`src/rtl/oflow_buffer_pkg.sv`:
```
// Shared types and default widths for the oflow MEM buffer sequencers.
package oflow_buffer_pkg;

    localparam int BUF_NUM_SLOTS                   = 5;
    localparam int BUF_ADDR_WIDTH                  = 8;
    localparam int BUF_OFFSET_WIDTH                = 8;
    localparam int BUF_TOTAL_FRAME_NUM_WIDTH       = 8;
    localparam int BUF_NUM_OF_HISTORY_FRAMES_WIDTH = 3;
    localparam int BUF_SLOT_WIDTH                  = 3;

    // Read sequencer states; also decoded by the wrapper's debug mux.
    typedef enum logic [2:0] {
        BUF_RD_IDLE  = 3'd0,
        BUF_RD_SETUP = 3'd1,
        BUF_RD_FRAME = 3'd2,
        BUF_RD_PAIR  = 3'd3,
        BUF_RD_DONE  = 3'd4
    } buf_rd_state_t;

endpackage

```
`src/rtl/oflow_fsm_buffer_read_if.sv`:
```
// Core <-> buffer-read handshake: start/accept from the core, address pairs back.
interface oflow_fsm_buffer_read_if
    import oflow_buffer_pkg::*;
#(
    parameter int ADDR_WIDTH = BUF_ADDR_WIDTH
);
    logic                      start_read;
    logic                      ready_from_core;
    logic                      valid_read;
    logic [BUF_SLOT_WIDTH-1:0] slot;
    logic [ADDR_WIDTH-1:0]     offset_0;
    logic [ADDR_WIDTH-1:0]     offset_1;
    logic                      valid_1;
    logic                      done_read;

    modport master (
        output start_read, ready_from_core,
        input  valid_read, slot, offset_0, offset_1, valid_1, done_read
    );

    modport slave (
        input  start_read, ready_from_core,
        output valid_read, slot, offset_0, offset_1, valid_1, done_read
    );
endinterface

```
`src/rtl/oflow_slot_step.sv`:
```
// Previous frame slot with wrap at the history depth nh (slot 0 -> nh-1).
module oflow_slot_step #(
    parameter int SLOT_W = 3,
    parameter int NH_W   = 3
) (
    input  logic [SLOT_W-1:0] slot,
    input  logic [NH_W-1:0]   nh,
    output logic [SLOT_W-1:0] prev
);
    logic [NH_W-1:0] nh_m1;

    assign nh_m1 = nh - NH_W'(1);
    assign prev  = (slot == '0) ? SLOT_W'(nh_m1) : slot - SLOT_W'(1);
endmodule

```
`src/rtl/oflow_fsm_buffer_read.sv`:
```
// Buffer read sequencer: walks history slots newest first, presenting
// bbox line addresses two at a time until the core accepts each pair.
module oflow_fsm_buffer_read
    import oflow_buffer_pkg::*;
#(
    parameter int NUM_SLOTS                   = BUF_NUM_SLOTS,
    parameter int ADDR_WIDTH                  = BUF_ADDR_WIDTH,
    parameter int TOTAL_FRAME_NUM_WIDTH       = BUF_TOTAL_FRAME_NUM_WIDTH,
    parameter int NUM_OF_HISTORY_FRAMES_WIDTH = BUF_NUM_OF_HISTORY_FRAMES_WIDTH
) (
    input  logic                                   clk,
    input  logic                                   reset_N,
    input  logic [TOTAL_FRAME_NUM_WIDTH-1:0]       frame_num,
    input  logic [NUM_OF_HISTORY_FRAMES_WIDTH-1:0] num_of_history_frames,
    input  logic [NUM_SLOTS-1:0][ADDR_WIDTH-1:0]   end_pointers,
    oflow_fsm_buffer_read_if.slave                 rd_if
);
    localparam int SW = BUF_SLOT_WIDTH;
    localparam int HW = NUM_OF_HISTORY_FRAMES_WIDTH;
    localparam int FW = TOTAL_FRAME_NUM_WIDTH;

    localparam logic [2:0] ST_IDLE  = BUF_RD_IDLE;
    localparam logic [2:0] ST_SETUP = BUF_RD_SETUP;
    localparam logic [2:0] ST_FRAME = BUF_RD_FRAME;
    localparam logic [2:0] ST_PAIR  = BUF_RD_PAIR;
    localparam logic [2:0] ST_DONE  = BUF_RD_DONE;

    logic [2:0]                           state;
    logic [FW-1:0]                        fn_q;
    logic [HW-1:0]                        nh_q;
    logic [NUM_SLOTS-1:0][ADDR_WIDTH-1:0] cnt_q;
    logic [SW-1:0]                        slot_q;
    logic [FW-1:0]                        left_q;
    logic [ADDR_WIDTH-1:0]                off0_q, off1_q;
    logic                                 v1_q, valid_q, done_q;

    logic [HW-1:0]         nh_m1;
    logic [FW-1:0]         fn_mod;
    logic [SW-1:0]         setup_slot, slot_prev;
    logic [FW-1:0]         setup_left;
    logic [ADDR_WIDTH-1:0] cur_cnt;
    logic [ADDR_WIDTH:0]   cnt_ext, next2;

    // Start slot and history length, derived once from the snapshot.
    assign nh_m1      = nh_q - HW'(1);
    assign fn_mod     = fn_q % FW'(nh_q);
    assign setup_slot = (fn_mod == '0) ? SW'(nh_m1) : SW'(fn_mod - FW'(1));
    assign setup_left = (fn_q < FW'(nh_m1)) ? fn_q : FW'(nh_m1);

    // Count of the slot under the cursor; ADDR_WIDTH+1 bits so a full slot never wraps.
    always_comb begin
        cur_cnt = '0;
        for (int i = 0; i < NUM_SLOTS; i++)
            if (slot_q == SW'(i)) cur_cnt = cnt_q[i];
    end

    assign cnt_ext = {1'b0, cur_cnt};
    assign next2   = {1'b0, off0_q} + (ADDR_WIDTH+1)'(2);

    oflow_slot_step #(.SLOT_W(SW), .NH_W(HW)) u_slot_step (
        .slot (slot_q),
        .nh   (nh_q),
        .prev (slot_prev)
    );

    // Sequencer: snapshot, setup, per-frame scan and pair handshake.
    always_ff @(posedge clk) begin
        if (reset_N) begin
            state   <= ST_IDLE;
            fn_q    <= '0;
            nh_q    <= HW'(1);
            cnt_q   <= '0;
            slot_q  <= '0;
            left_q  <= '0;
            off0_q  <= '0;
            off1_q  <= '0;
            v1_q    <= 1'b0;
            valid_q <= 1'b0;
            done_q  <= 1'b0;
        end else begin
            done_q <= 1'b0;
            case (state)
                ST_IDLE: begin
                    if (rd_if.start_read) begin
                        fn_q  <= frame_num;
                        nh_q  <= (num_of_history_frames == '0) ? HW'(1) : num_of_history_frames;
                        cnt_q <= end_pointers;
                        state <= ST_SETUP;
                    end
                end
                ST_SETUP: begin
                    slot_q <= setup_slot;
                    left_q <= setup_left;
                    state  <= ST_FRAME;
                end
                ST_FRAME: begin
                    if (left_q == '0) begin
                        done_q <= 1'b1;
                        state  <= ST_DONE;
                    end else if (cur_cnt == '0) begin
                        left_q <= left_q - FW'(1);
                        slot_q <= slot_prev;
                    end else begin
                        off0_q  <= '0;
                        off1_q  <= ADDR_WIDTH'(1);
                        v1_q    <= cnt_ext > (ADDR_WIDTH+1)'(1);
                        valid_q <= 1'b1;
                        state   <= ST_PAIR;
                    end
                end
                ST_PAIR: begin
                    if (rd_if.ready_from_core) begin
                        if (next2 >= cnt_ext) begin
                            valid_q <= 1'b0;
                            left_q  <= left_q - FW'(1);
                            slot_q  <= slot_prev;
                            state   <= ST_FRAME;
                        end else begin
                            off0_q <= next2[ADDR_WIDTH-1:0];
                            off1_q <= next2[ADDR_WIDTH-1:0] + ADDR_WIDTH'(1);
                            v1_q   <= (next2 + (ADDR_WIDTH+1)'(1)) < cnt_ext;
                        end
                    end
                end
                ST_DONE:  state <= ST_IDLE;
                default:  state <= ST_IDLE;
            endcase
        end
    end

    assign rd_if.valid_read = valid_q;
    assign rd_if.slot       = slot_q;
    assign rd_if.offset_0   = off0_q;
    assign rd_if.offset_1   = off1_q;
    assign rd_if.valid_1    = v1_q;
    assign rd_if.done_read  = done_q;

endmodule

```
`src/flat_wrapper.sv`:
```
// flat-port wrapper written by rule: the top's interface ports become plain ports
module oflow_fsm_buffer_read_flat import oflow_buffer_pkg::*;
#(
    parameter int NUM_SLOTS                   = BUF_NUM_SLOTS,
    parameter int ADDR_WIDTH                  = BUF_ADDR_WIDTH,
    parameter int TOTAL_FRAME_NUM_WIDTH       = BUF_TOTAL_FRAME_NUM_WIDTH,
    parameter int NUM_OF_HISTORY_FRAMES_WIDTH = BUF_NUM_OF_HISTORY_FRAMES_WIDTH
)
  (clk, reset_N, frame_num, num_of_history_frames, end_pointers, rd_if_start_read, rd_if_ready_from_core, rd_if_valid_read, rd_if_slot, rd_if_offset_0, rd_if_offset_1, rd_if_valid_1, rd_if_done_read);
  oflow_fsm_buffer_read_if #(.ADDR_WIDTH(ADDR_WIDTH)) rd_if_i ();
  input  logic clk;
  input  logic reset_N;
  input  logic [TOTAL_FRAME_NUM_WIDTH-1:0] frame_num;
  input  logic [NUM_OF_HISTORY_FRAMES_WIDTH-1:0] num_of_history_frames;
  input  logic [NUM_SLOTS-1:0][ADDR_WIDTH-1:0] end_pointers;
  input wire logic [$bits(rd_if_i.start_read)-1:0] rd_if_start_read;
  input wire logic [$bits(rd_if_i.ready_from_core)-1:0] rd_if_ready_from_core;
  output wire logic [$bits(rd_if_i.valid_read)-1:0] rd_if_valid_read;
  output wire logic [$bits(rd_if_i.slot)-1:0] rd_if_slot;
  output wire logic [$bits(rd_if_i.offset_0)-1:0] rd_if_offset_0;
  output wire logic [$bits(rd_if_i.offset_1)-1:0] rd_if_offset_1;
  output wire logic [$bits(rd_if_i.valid_1)-1:0] rd_if_valid_1;
  output wire logic [$bits(rd_if_i.done_read)-1:0] rd_if_done_read;
  assign rd_if_i.start_read = rd_if_start_read;
  assign rd_if_i.ready_from_core = rd_if_ready_from_core;
  assign rd_if_valid_read = rd_if_i.valid_read;
  assign rd_if_slot = rd_if_i.slot;
  assign rd_if_offset_0 = rd_if_i.offset_0;
  assign rd_if_offset_1 = rd_if_i.offset_1;
  assign rd_if_valid_1 = rd_if_i.valid_1;
  assign rd_if_done_read = rd_if_i.done_read;
  oflow_fsm_buffer_read #(.NUM_SLOTS(NUM_SLOTS), .ADDR_WIDTH(ADDR_WIDTH), .TOTAL_FRAME_NUM_WIDTH(TOTAL_FRAME_NUM_WIDTH), .NUM_OF_HISTORY_FRAMES_WIDTH(NUM_OF_HISTORY_FRAMES_WIDTH)) u_core (.clk(clk), .reset_N(reset_N), .frame_num(frame_num), .num_of_history_frames(num_of_history_frames), .end_pointers(end_pointers), .rd_if(rd_if_i));
endmodule
```
`config.mk`:
```
export PLATFORM = sky130hd
export DESIGN_NAME = oflow_fsm_buffer_read_flat
export DESIGN_NICKNAME = d
export VERILOG_FILES = /design/src/rtl/oflow_buffer_pkg.sv /design/src/rtl/oflow_fsm_buffer_read_if.sv /design/src/rtl/oflow_slot_step.sv /design/src/rtl/oflow_fsm_buffer_read.sv /design/src/flat_wrapper.sv
export SDC_FILE = /design/constraint.sdc
export NUM_CORES = 1
export LEC_CHECK = 0
export CORE_MARGIN = 5
export CORE_UTILIZATION = 40
export CTS_CLUSTER_DIAMETER = 200
export DETAILED_ROUTE_END_ITERATION = 10
export SYNTH_ARGS = -nofsm -noshare
export SYNTH_HDL_FRONTEND = slang
export SYNTH_SLANG_ARGS = --single-unit
export TNS_END_PERCENT = 1
```
`constraint.sdc`:
```
create_clock -name clk -period 20.9 [get_ports clk]
set_input_delay 4.18 -clock clk [delete_from_list [all_inputs] [get_ports clk]]
set_output_delay 4.18 -clock clk [all_outputs]
set_load 0.02 [all_outputs]
```
# --- Yosys cells after proc, flatten, opt, wreduce, memory -nomap -nowiden ---
# Index checks and enable logic that the tools add are counted.
totals:
  elab_cells: 103
  regBits: 84
  in_bits: 55
classes:
  n_reduce_logical: 14
  order_cmp: 4
  mux: 46
  bitwise: 1
  div_mod_pow: 1
  add_sub_neg: 7
  eq_ne: 15
op_table:
  columns: ["cell", "count"]
  rows:
  - ["$mux W8", 18]
  - ["$mux W3", 12]
  - ["$pmux W8 S2", 2]
  - ["$logic_not A8 Y1", 3]
  - ["$pmux W8 S3", 1]
  - ["$reduce_and A5 Y1", 3]
  - ["$eq A3 B2 Y1 const B", 4]
  - ["$pmux W3 S4", 1]
  - ["$ne A2 B2 Y1 const B", 5]
  - ["$add A8 B2 Y9 const B", 1]
  - ["$add A9 B1 Y9 const B", 1]
  - ["$ge A9 B8 Y1", 1]
  - ["$logic_not A3 Y1", 3]
  - ["$lt A9 B8 Y1", 1]
  - ["$mux W1", 9]
  - ["$pmux W3 S3", 1]
  - ["$sub A3 B1 Y3 const B", 3]
  - ["$add A8 B1 Y8 const B", 1]
  - ["$gt A8 B1 Y1 const B", 1]
  - ["$lt A8 B3 Y1", 1]
  - ["$mod A8 B3 Y8", 1]
  - ["$sub A8 B1 Y8 const B", 1]
  - ["$eq A3 B1 Y1 const B", 2]
  - ["$ne A2 B1 Y1 const B", 2]
  - ["9 further kinds", 10]

# --- Depth between registers and ports, before layout ---
# Gate-level depths: netlist of the first run.
logic_depth:
  word_depth: 10
  ltp_mapped: 60

# --- By module ---
# A second synthesis of the first run with hierarchy kept.
hier_totals:
  cells_unflattened: 778
  area_unflattened_um2: 5826.8
by_module_without_submodules:
  columns: ["mod", "area_per_inst_um2", "cells_per_inst", "n_inst"]
  rows:
  - ["oflow_fsm_buffer_read", 5749.3, 767, 1]
  - ["oflow_slot_step", 77.6, 11, 1]

# --- Worst setup path before layout of the first run ---
# No wires, ideal clock.
synth_path:
  kind: "register to register"
  startpoint: "register u_core.nh_q[0]"
  endpoint: "register u_core.slot_q[1] (netlist: u_core.rd_if.slot[1])"
  stages_incl_launch_ff: 56
  slack_ns: 9.841
  setup_ns: 0.120
  arrival_ns: 10.939
  required_time_ns: 20.780
  cell_sequence: "dfxtp_1 > inv_1 > ha_1 > nor3b_4 > o2bb2ai_2 > inv_1 > ha_1 > or3_1 > nand4_1 > o21ai_0 > ha_1 > or2_2 > a22oi_1 > o21a_2 > ha_1 > a21oi_1 > and2_1 > o2111ai_2 > [20 not listed] > a21o_1 > or4_4 > nand2_1 > nand2_2 > mux2i_1 > inv_1 > ha_1 > a21oi_1 > o221ai_2 > nor3_1 > nor2_1 > a21oi_1 > ha_1 > nand3_1 > mux2_1 > a21o_2 > a21o_1 > a211o_1"
synth_between:
  elab_chain_len: 5
synth_lines:
  columns: ["element", "line_no", "text"]
  rows:
  - ["start: declaration", "oflow_fsm_buffer_read.sv:30", "logic [HW-1:0] nh_q;"]
  - ["start signal: assignment", "oflow_fsm_buffer_read.sv:86", "nh_q <= (num_of_history_frames == '0) ? HW'(1) : num_of_history_frames;"]
  - ["parallel branches: the longest is 4 deep, another holds $mod A8 B3 Y8", null, null]
  - ["$pmux W3 S3 (*)", "oflow_fsm_buffer_read.sv:82", "case (state)"]
  - ["end signal: assignment", "oflow_fsm_buffer_read.sv:92", "slot_q <= setup_slot;"]
  - ["end signal: assignment", "oflow_fsm_buffer_read.sv:102", "slot_q <= slot_prev;"]
  - ["end signal: assignment", "oflow_fsm_buffer_read.sv:116", "slot_q <= slot_prev;"]
  - ["end: declaration", "oflow_fsm_buffer_read.sv:32", "logic [SW-1:0] slot_q;"]
# Mark *: on every way between the ends. The select of a mux whose other input is x is not followed.
# A chain may end at the register's enable or synchronous reset.

# --- Final worst setup path of the first run ---
# Same ends and word-level chain as after synthesis.

==> metrics.csv, run 1 <==
metric,value,unit
placeableCoreArea,14980,um^2
final_layout_size_suffix_gt1_share,6.706,%
gr-total-overflow,0,
worst_setup_path_end_kind,flip-flop,
synth-compound-area-share,25.62,%
root_buffer,clkbuf_16,
antenna_found_initial,0,
min_path_cells,2,
dp_hpwl,12.46,mm
routed_via_density,5.545,
die_w,132.8,um
clock_latency,0.35,ns
grt_pass1_vias,5607,
finalMaxSlewViolations,0,
fmax,0.07948,GHz
drt_iter0_drc,302,
die_h,132.8,um
nets,952,
place_congestion,0.8512,
synth_seq_cells,81,
final_cell_mix,"157 x nand2_1, 92 x a21oi_1, 81 x dfxtp_1",
min_path_type,flip-flop to flip-flop,
grt.total_usage,18.62,%
layout_commonest_cell,nand2_1,
grt_max_degree,84,
period_share,60.20,%
hold_viol,0,
ios,77,
areaGrowthSynthToFinish,19.30,%
drt_wl_total,16.23,mm
drtAntennaViolNets,0,
ys_types,86,
synth-edff-count,0,
synthMuxAreaShare,1.866,%
dr.pass1.iters,4,
routed-via-count,5756,
cts_tree,done,
synth-adder-area-share,10.70,%
maxSlewHeadroom,34.29,%
cts_hold_repair.buffers,0,
cts.sinks,81,
start_util,40.30,%
critPathMaxFanout,10,
grt_pass1_wl,27.70,mm
status,finished clean,
setup.worst_path.class,flip-flop to flip-flop,
die_area,17650,um^2
max-clock-path-buffers,2,
drc,0,
cts_resized,0,
max_stage_delay,0.47,ns
yosysTopAreaCellShare,26.87,%
yosys.area_share.simple,26.74,%
cts_buffers,9,
synth_xor_area_share,3.337,%
synth.avg_cell_area,7.564,um^2
row_count,45,
setup_viol,0,
post_cts_buffers,0,
cp.required,21.13,ns
synthTopCellsByArea,"dfxtp_1 27%, ha_1 10%, nand2_1 9.8%, a21oi_1 7.6%, nor2_1 2.9%",
synthesis.nets,904,
cp_data_arrival_time,12.82,ns
dpl.cell_count,1023,
clk_pin_slew,0.06,ns
tightest_slew,0.9791,ns
yosysTopAreaCell,dfxtp_1,
diodes,0,
synth_top_family_by_area,simple AND/OR/NAND/NOR gates,
io_buffers,75,
htree_levels,3,
tns,0,ns
fin_cells,1038,
async_reset_ff_share,0,%
holdWs,0.4520,ns
ys_dominant_reg_cell,dfxtp_1,
rsz0062_at_grt,false,
fin_crit,12.58,ns
critPathMostFrequentCell,ha_1,
maxCapViolations,0,
fin_worst_skew,0.008107,ns
syn_area,6036,um^2
yosys_warnings,0,
synth_cells,798,
start_kind,flip-flop,
r2r_cells,55,
yosysSeqAreaShare,26.87,%
wl_per_cell,15.64,um
critPathSlowestCell,dfxtp_1,
synthesized netlist by cell type (all sizes together) (16+ instances only):
cell    count
o21ai      31
dfxtp      81
nand3      20
inv        29
a21oi      94
ha         50
nor2       46
nand2     158
nor3       16
clkbuf     35
kinds of logic (layout without fill, tap and decap cells):
group,count (synthesis),count (layout)
xor gates and xnor gates,23,23
muxes,10,10
other,1,1
AOI/OAI and AO/OA,230,230
buffers and inverters,71,123
DFF,81,81
adders and majority gates,51,51
and+or+nand+nor,331,331
cell type report:
cell class                 instances  area, um^2
clock inverter                     2       60.06
sequential                        81        1622
timing repair buffer              79       775.7
inverter                          29       108.9
clock buffer                      13       270.3
fill                            1518        7776
tap                              188       235.2
multi-input combinational        646        4129
layer usage:
metal	vias up	GRT usage (%)	routed length, um
met5	-	0	0
met4	0	4.908	237
met3	19	3.574	466
met2	79	31.18	7806
met1	2698	24.54	7724
li1	2960	-	-
stage by stage:
stage | instance area, um^2 | worst slack (ns) | utilization [%]
finish | 7201 | 8.318 | 48.08
global placement | 6870 | 8.892 | 45.87
detailed placement | 6870 | 8.403 | 45.87
floorplan | 6036 | 9.841 | -
CTS | 7201 | 8.353 | 48.08
global route | 7201 | 7.177 | 48.08
worst paths after layout:
path | from | endpoint | slack, ns
worst max-delay path | u_core.nh_q[0]$_SDFFE_PP1P_ | u_core.rd_if.slot[1]$_SDFFE_PP0P_ | 8.32
worst min-delay path | u_core.rd_if.offset_1[0]$_SDFFE_PP0P_ | u_core.rd_if.offset_1[0]$_SDFFE_PP0P_ | 0.45
worst max register to register | u_core.nh_q[0]$_SDFFE_PP1P_ | u_core.rd_if.slot[1]$_SDFFE_PP0P_ | 8.32
worst min register to register | u_core.rd_if.offset_1[0]$_SDFFE_PP0P_ | u_core.rd_if.offset_1[0]$_SDFFE_PP0P_ | 0.45
sequential cells by signal, summed over array words and instances, names as in the netlist:
| register | cells |
|---|---|
| u_core.rd_if.offset_1 | 8 |
| u_core.rd_if.offset_0 | 5 |
| u_core.fn_q | 8 |
| u_core.rd_if.valid_read | 1 |
| u_core.nh_q | 3 |
| u_core.state | 3 |
| u_core.rd_if.valid_1 | 1 |
| u_core.left_q | 8 |
| u_core.rd_if.slot | 3 |
| u_core.cnt_q | 40 |
| u_core.rd_if.done_read | 1 |
critical path: cells and delay by family (launching register included):
kind | cells | cell delay (ns)
compound gates | 22 | 4.61
simple gates | 17 | 3.39
fa+ha+maj | 9 | 2.72
mux | 3 | 0.77
buf+inv | 4 | 0.51
flops | 1 | 0.47
Power of run 1 is left out: the tool's default activity adds up to more than one toggle a clock period on the data nets, which glitch-free logic cannot reach.
==> inputs of run 2 (changes only) <==
clock period = 11 ns   (was 20.9 ns; I/O delays follow)
==> metrics.csv, run 2 (synthesis results as in run 1) <==
metric,value,unit,change
drtAntennaViolNets,0,,unchanged
root_buffer,clkbuf_16,,unchanged
setup_viol,0,,unchanged
final_cell_mix,"155 x nand2_1, 87 x a21oi_1, 81 x dfxtp_1",,"was 157 x nand2_1, 92 x a21oi_1, 81 x dfxtp_1"
dr.pass1.iters,5,,was 4
die_area,17650,um^2,unchanged
start_kind,flip-flop,,unchanged
top_layer,met4,,unchanged
status,finished clean,,unchanged
drt_iter0_drc,432,,was 302
row_count,45,,unchanged
clk_pin_slew,0.07,ns,was 0.06 ns
worst_setup_path_end_kind,flip-flop,,unchanged
antenna_found_initial,0,,unchanged
cp.required,11.22,ns,was 21.13 ns
fin_crit,10.63,ns,was 12.58 ns
cp_data_arrival_time,10.86,ns,was 12.82 ns
top_register,u_core.cnt_q,,unchanged
largest_reg_flops,40,,unchanged
critPathSlowestCell,or4_4,,was dfxtp_1
final_layout_size_suffix_gt1_share,13.33,%,was 6.706%
routed-via-count,5996,,"was 5,756"
layout_commonest_cell,nand2_1,,unchanged
dp_hpwl,12.29,mm,was 12.46 mm
ios,77,,unchanged
cts_tree,done,,unchanged
max_stage_delay,0.44,ns,was 0.47 ns
max-clock-path-buffers,2,,unchanged
cts.sinks,81,,unchanged
dpl.cell_count,1037,,"was 1,023"
cts_hold_repair.buffers,0,,unchanged
gr-total-overflow,0,,unchanged
grt_pass1_vias,5675,,"was 5,607"
critPathMaxFanout,5,,was 10
placeableCoreArea,14980,um^2,unchanged
htree_levels,3,,unchanged
fmax,0.09404,GHz,was 0.07948 GHz
fin_area,7662,um^2,was 7201 um^2
met1_length,7.567,mm,was 7.724 mm
tightest_slew,1.013,ns,was 0.9791 ns
maxCapViolations,0,,unchanged
wl_per_cell,15.62,um,was 15.64 um
fin_worst_skew,0.007163,ns,was 0.008107 ns
place_congestion,0.9152,,was 0.8512
io_buffers,75,,unchanged
wl_met2,8.055,mm,was 7.806 mm
setup.worst_path.class,flip-flop to flip-flop,,unchanged
die_h,132.8,um,unchanged
grt.total_usage,17.96,%,was 18.62%
grt_pass1_wl,26.85,mm,was 27.70 mm
grt_max_degree,84,,unchanged
diodes,0,,unchanged
period_share,96.67,%,was 60.20%
die_w,132.8,um,unchanged
placed_cell_area,6979,um^2,was 6870 um^2
start_util,40.30,%,unchanged
clock_latency,0.34,ns,was 0.35 ns
met3_length,664,um,was 466 um
drt_wl_total,16.65,mm,was 16.23 mm
routed_via_density,5.625,,was 5.545
cts_buffers,9,,unchanged
areaGrowthSynthToFinish,26.95,%,was 19.30%
fin_cells,1066,,"was 1,038"
maxSlewHeadroom,32.04,%,was 34.29%
holdWs,0.4544,ns,was 0.4520 ns
finalMaxSlewViolations,0,,unchanged
hold_viol,0,,unchanged
min_path_type,flip-flop to flip-flop,,unchanged
nets,979,,was 952
drc,0,,unchanged
==> run 2: changes by cell type in the layout (fill, tap and decap cells not counted), sizes merged <==
cell / change
buf: +27
clkbuf: -4
inv: +3
clkinvlp: +2
bufinv: -1
clkinv: +1
==> run 2: repair_timing <==
item / CTS / global route
hold endpoints to repair: 0 / 0
gates resized for setup: 14 / 36
pin swaps: 6 / 16
setup endpoints to repair: 3 / 3
buffers inserted: 2 / 11
==> run 2: metal layers <==
metal  vias up  GRT usage [%]
met5         -              0
met4         0          5.889
met3        29          2.852
met2       165          30.81
met1      2779          22.99
li1       3023              -
==> run 2: layout make-up <==
| class | instances | area (um^2) |
|---|---|---|
| Multi-Input combinational cell | 646 | 4417 |
| Inverter | 29 | 108.9 |
| Sequential cell | 81 | 1622 |
| Fill cell | 1436 | 7315 |
| Clock buffer | 9 | 225.2 |
| Timing Repair Buffer | 106 | 978.4 |
| Clock inverter | 7 | 76.32 |
| Tap cell | 188 | 235.2 |
==> run 2: metrics by stage <==
stage	util (%)	setup slack (ns)	TNS, ns
2_1_floorplan	-	0.03854	0
3_3_place_gp	46.60	0.1437	0
3_5_place_dp	46.60	-0.2931	-0.6179
4_1_cts	49.16	0.003984	0
5_1_grt	51.16	-0.1412	-0.3698
6_report	51.16	0.3666	0
==> run 2: worst max-delay path, delay by kind of cell (launching register included) <==
kind / cells / cell delay, ns
flops: 1 / 0.33
simple gates: 17 / 2.43
mux: 4 / 1.22
compound gates: 21 / 3.78
fa+ha+maj: 9 / 2.35
buf+inv: 4 / 0.41
==> run 2: final timing paths <==
check / startpoint / to / slack, ns / cells after the start
max: u_core.nh_q[0]$_SDFFE_PP1P_ / u_core.rd_if.slot[1]$_SDFFE_PP0P_ / 0.37 / 55
min reg2reg: u_core.cnt_q[14]$_SDFFE_PP0P_ / u_core.cnt_q[14]$_SDFFE_PP0P_ / 0.45 / 2
min: u_core.cnt_q[14]$_SDFFE_PP0P_ / u_core.cnt_q[14]$_SDFFE_PP0P_ / 0.45 / 2
max reg2reg: u_core.nh_q[0]$_SDFFE_PP1P_ / u_core.rd_if.slot[1]$_SDFFE_PP0P_ / 0.37 / 55
Power of run 2 is left out for the same reason.
==> inputs of run 3 (changes only) <==
CORE_ASPECT_RATIO = 1.5   (was unset)
==> metrics.csv, run 3 (synthesis results as in run 1) <==
metric,value,unit,change
root_buffer,clkbuf_16,,unchanged
final_cell_mix,"155 x nand2_1, 85 x a21oi_1, 81 x dfxtp_1",,"was 155 x nand2_1, 87 x a21oi_1, 81 x dfxtp_1"
hold_viol,0,,unchanged
io_buffers,75,,unchanged
critPathSlowestCell,or4_4,,unchanged
drt_wl_total,17.31,mm,was 16.65 mm
period_share,96.61,%,was 96.67%
holdWs,0.4568,ns,was 0.4544 ns
die_w,110.3,um,was 132.8 um
cp.required,11.22,ns,about the same
status,finished clean,,unchanged
top_register,u_core.cnt_q,,unchanged
grt_pass1_vias,5979,,"was 5,675"
met1_length,6.778,mm,was 7.567 mm
clk_pin_slew,0.06,ns,was 0.07 ns
critPathMaxFanout,5,,unchanged
htree_levels,3,,unchanged
maxCapViolations,0,,unchanged
max-clock-path-buffers,2,,unchanged
cts_buffers,9,,unchanged
num-fill-cells,1504,,"was 1,436"
place_congestion,0.8685,,was 0.9152
met3_length,403,um,was 664 um
critical_path_buf_inv_count,3,,was 4
worst_setup_path_end_kind,flip-flop,,unchanged
diodes,0,,unchanged
ios,77,,unchanged
drc,0,,unchanged
row_count,55,,was 45
setup.worst_path.class,flip-flop to flip-flop,,unchanged
clock_latency,0.33,ns,was 0.34 ns
crit_family,simple AND/OR/NAND/NOR gates,,was compound AO/OA/AOI/OAI gates
final_layout_size_suffix_gt1_share,13.77,%,was 13.33%
die_area,17700,um^2,"was 17,650 um^2"
setup_viol,0,,unchanged
antenna_found_initial,0,,unchanged
start_kind,flip-flop,,unchanged
wl_met2,9.520,mm,was 8.055 mm
grt_max_degree,84,,unchanged
top_layer,met4,,unchanged
grt_pass1_wl,28.14,mm,was 26.85 mm
final_util,51.10,%,was 51.16%
tightest_slew,0.9508,ns,was 1.013 ns
min_path_type,flip-flop to flip-flop,,unchanged
cp_data_arrival_time,10.84,ns,was 10.86 ns
drt_iter0_drc,331,,was 432
fin_worst_skew,0.005248,ns,was 0.007163 ns
maxSlewHeadroom,36.19,%,was 32.04%
finalMaxSlewViolations,0,,unchanged
routed-via-count,6069,,"was 5,996"
cts_tree,done,,unchanged
largest_reg_flops,40,,unchanged
grt.total_usage,19.62,%,was 17.96%
areaGrowthSynthToFinish,26.43,%,was 26.95%
max_stage_delay,0.43,ns,was 0.44 ns
fmax,0.09410,GHz,was 0.09404 GHz
wl_per_cell,15.95,um,was 15.62 um
critPathMostFrequentCell,ha_1,,
fin_crit,10.63,ns,about the same
gr-total-overflow,0,,unchanged
cts.sinks,81,,unchanged
dp_hpwl,13.08,mm,was 12.29 mm
drtAntennaViolNets,0,,unchanged
layout_commonest_cell,nand2_1,,unchanged
nets,987,,was 979
start_util,40.42,%,was 40.30%
routed_via_density,5.594,,was 5.625
placeableCoreArea,14930,um^2,"was 14,980 um^2"
die_h,160.4,um,was 132.8 um
dr.pass1.iters,5,,unchanged
run 3: cell count changes in the layout (fill, tap and decap cells not counted), moves of 2 or more:
cell / change
a21oi_2: +4
nor3_4: -2
inv_6: -3
o221ai_2: +2
clkinv_2: +2
a21oi_1: -2
ha_1: +2
buf_4: +8
nand2_2: +2
o221ai_4: -2
a21oi_4: -2
nand2_4: -2
nor3_2: +2
ha_4: -2
run 3: area by class of cell:
class	count	area (um^2)	share of cell area (%)
repair buffers	114	1039	13.61
well taps	199	249.0	3.263
multi-input cells	646	4302	56.37
clock buffers	10	229.0	3.000
inverters	29	108.9	1.426
clock inverters	6	82.58	1.082
flip-flops and latches	81	1622	21.25
run 3: routing by layer:
metal  GRT usage (%)  vias up
li1                -     3035
met1           21.11     2859
met2           37.32      133
met3           1.890       42
met4           8.739        0
met5               0        -
run 3: tightest hold or removal path, delay by kind of cell (launching register included):
family | cells | cell delay (ns)
flops | 1 | 0.31
simple gates | 1 | 0.05
compound gates | 1 | 0.05
run 3: final timing paths:
check                                   startpoint  slack, ns  cells past startpoint                                    end
min          u_core.rd_if.offset_1[5]$_SDFFE_PP0P_       0.46                      2  u_core.rd_if.offset_1[5]$_SDFFE_PP0P_
min reg2reg  u_core.rd_if.offset_1[5]$_SDFFE_PP0P_       0.46                      2  u_core.rd_if.offset_1[5]$_SDFFE_PP0P_
max reg2reg            u_core.nh_q[0]$_SDFFE_PP1P_       0.37                     55      u_core.rd_if.slot[1]$_SDFFE_PP0P_
max                    u_core.nh_q[0]$_SDFFE_PP1P_       0.37                     55      u_core.rd_if.slot[1]$_SDFFE_PP0P_
run 3: what timing repair did:
action | CTS | global route
gates cloned | 0 | 0
pin swaps | 1 | 20
hold buffers | 0 | 0
buffers inserted | 0 | 14
gates resized for setup | 7 | 29
endpoints found under the setup margin | 3 | 3
run 3: per-stage QoR:
step / area, um^2 / std cells / setup TNS (ns) / setup WS [ns]
CTS: 7378 / 1071 / 0 / 0.003735
detailed placement: 7046 / 1055 / -0.2338 / -0.1706
global placement: 7046 / 1055 / 0 / 0.1760
floorplan: 6040 / 798 / 0 / 0.03854
global route: 7631 / 1085 / -0.1302 / -0.1024
finish: 7631 / 1085 / 0 / 0.3734
Power of run 3 is left out for the same reason.
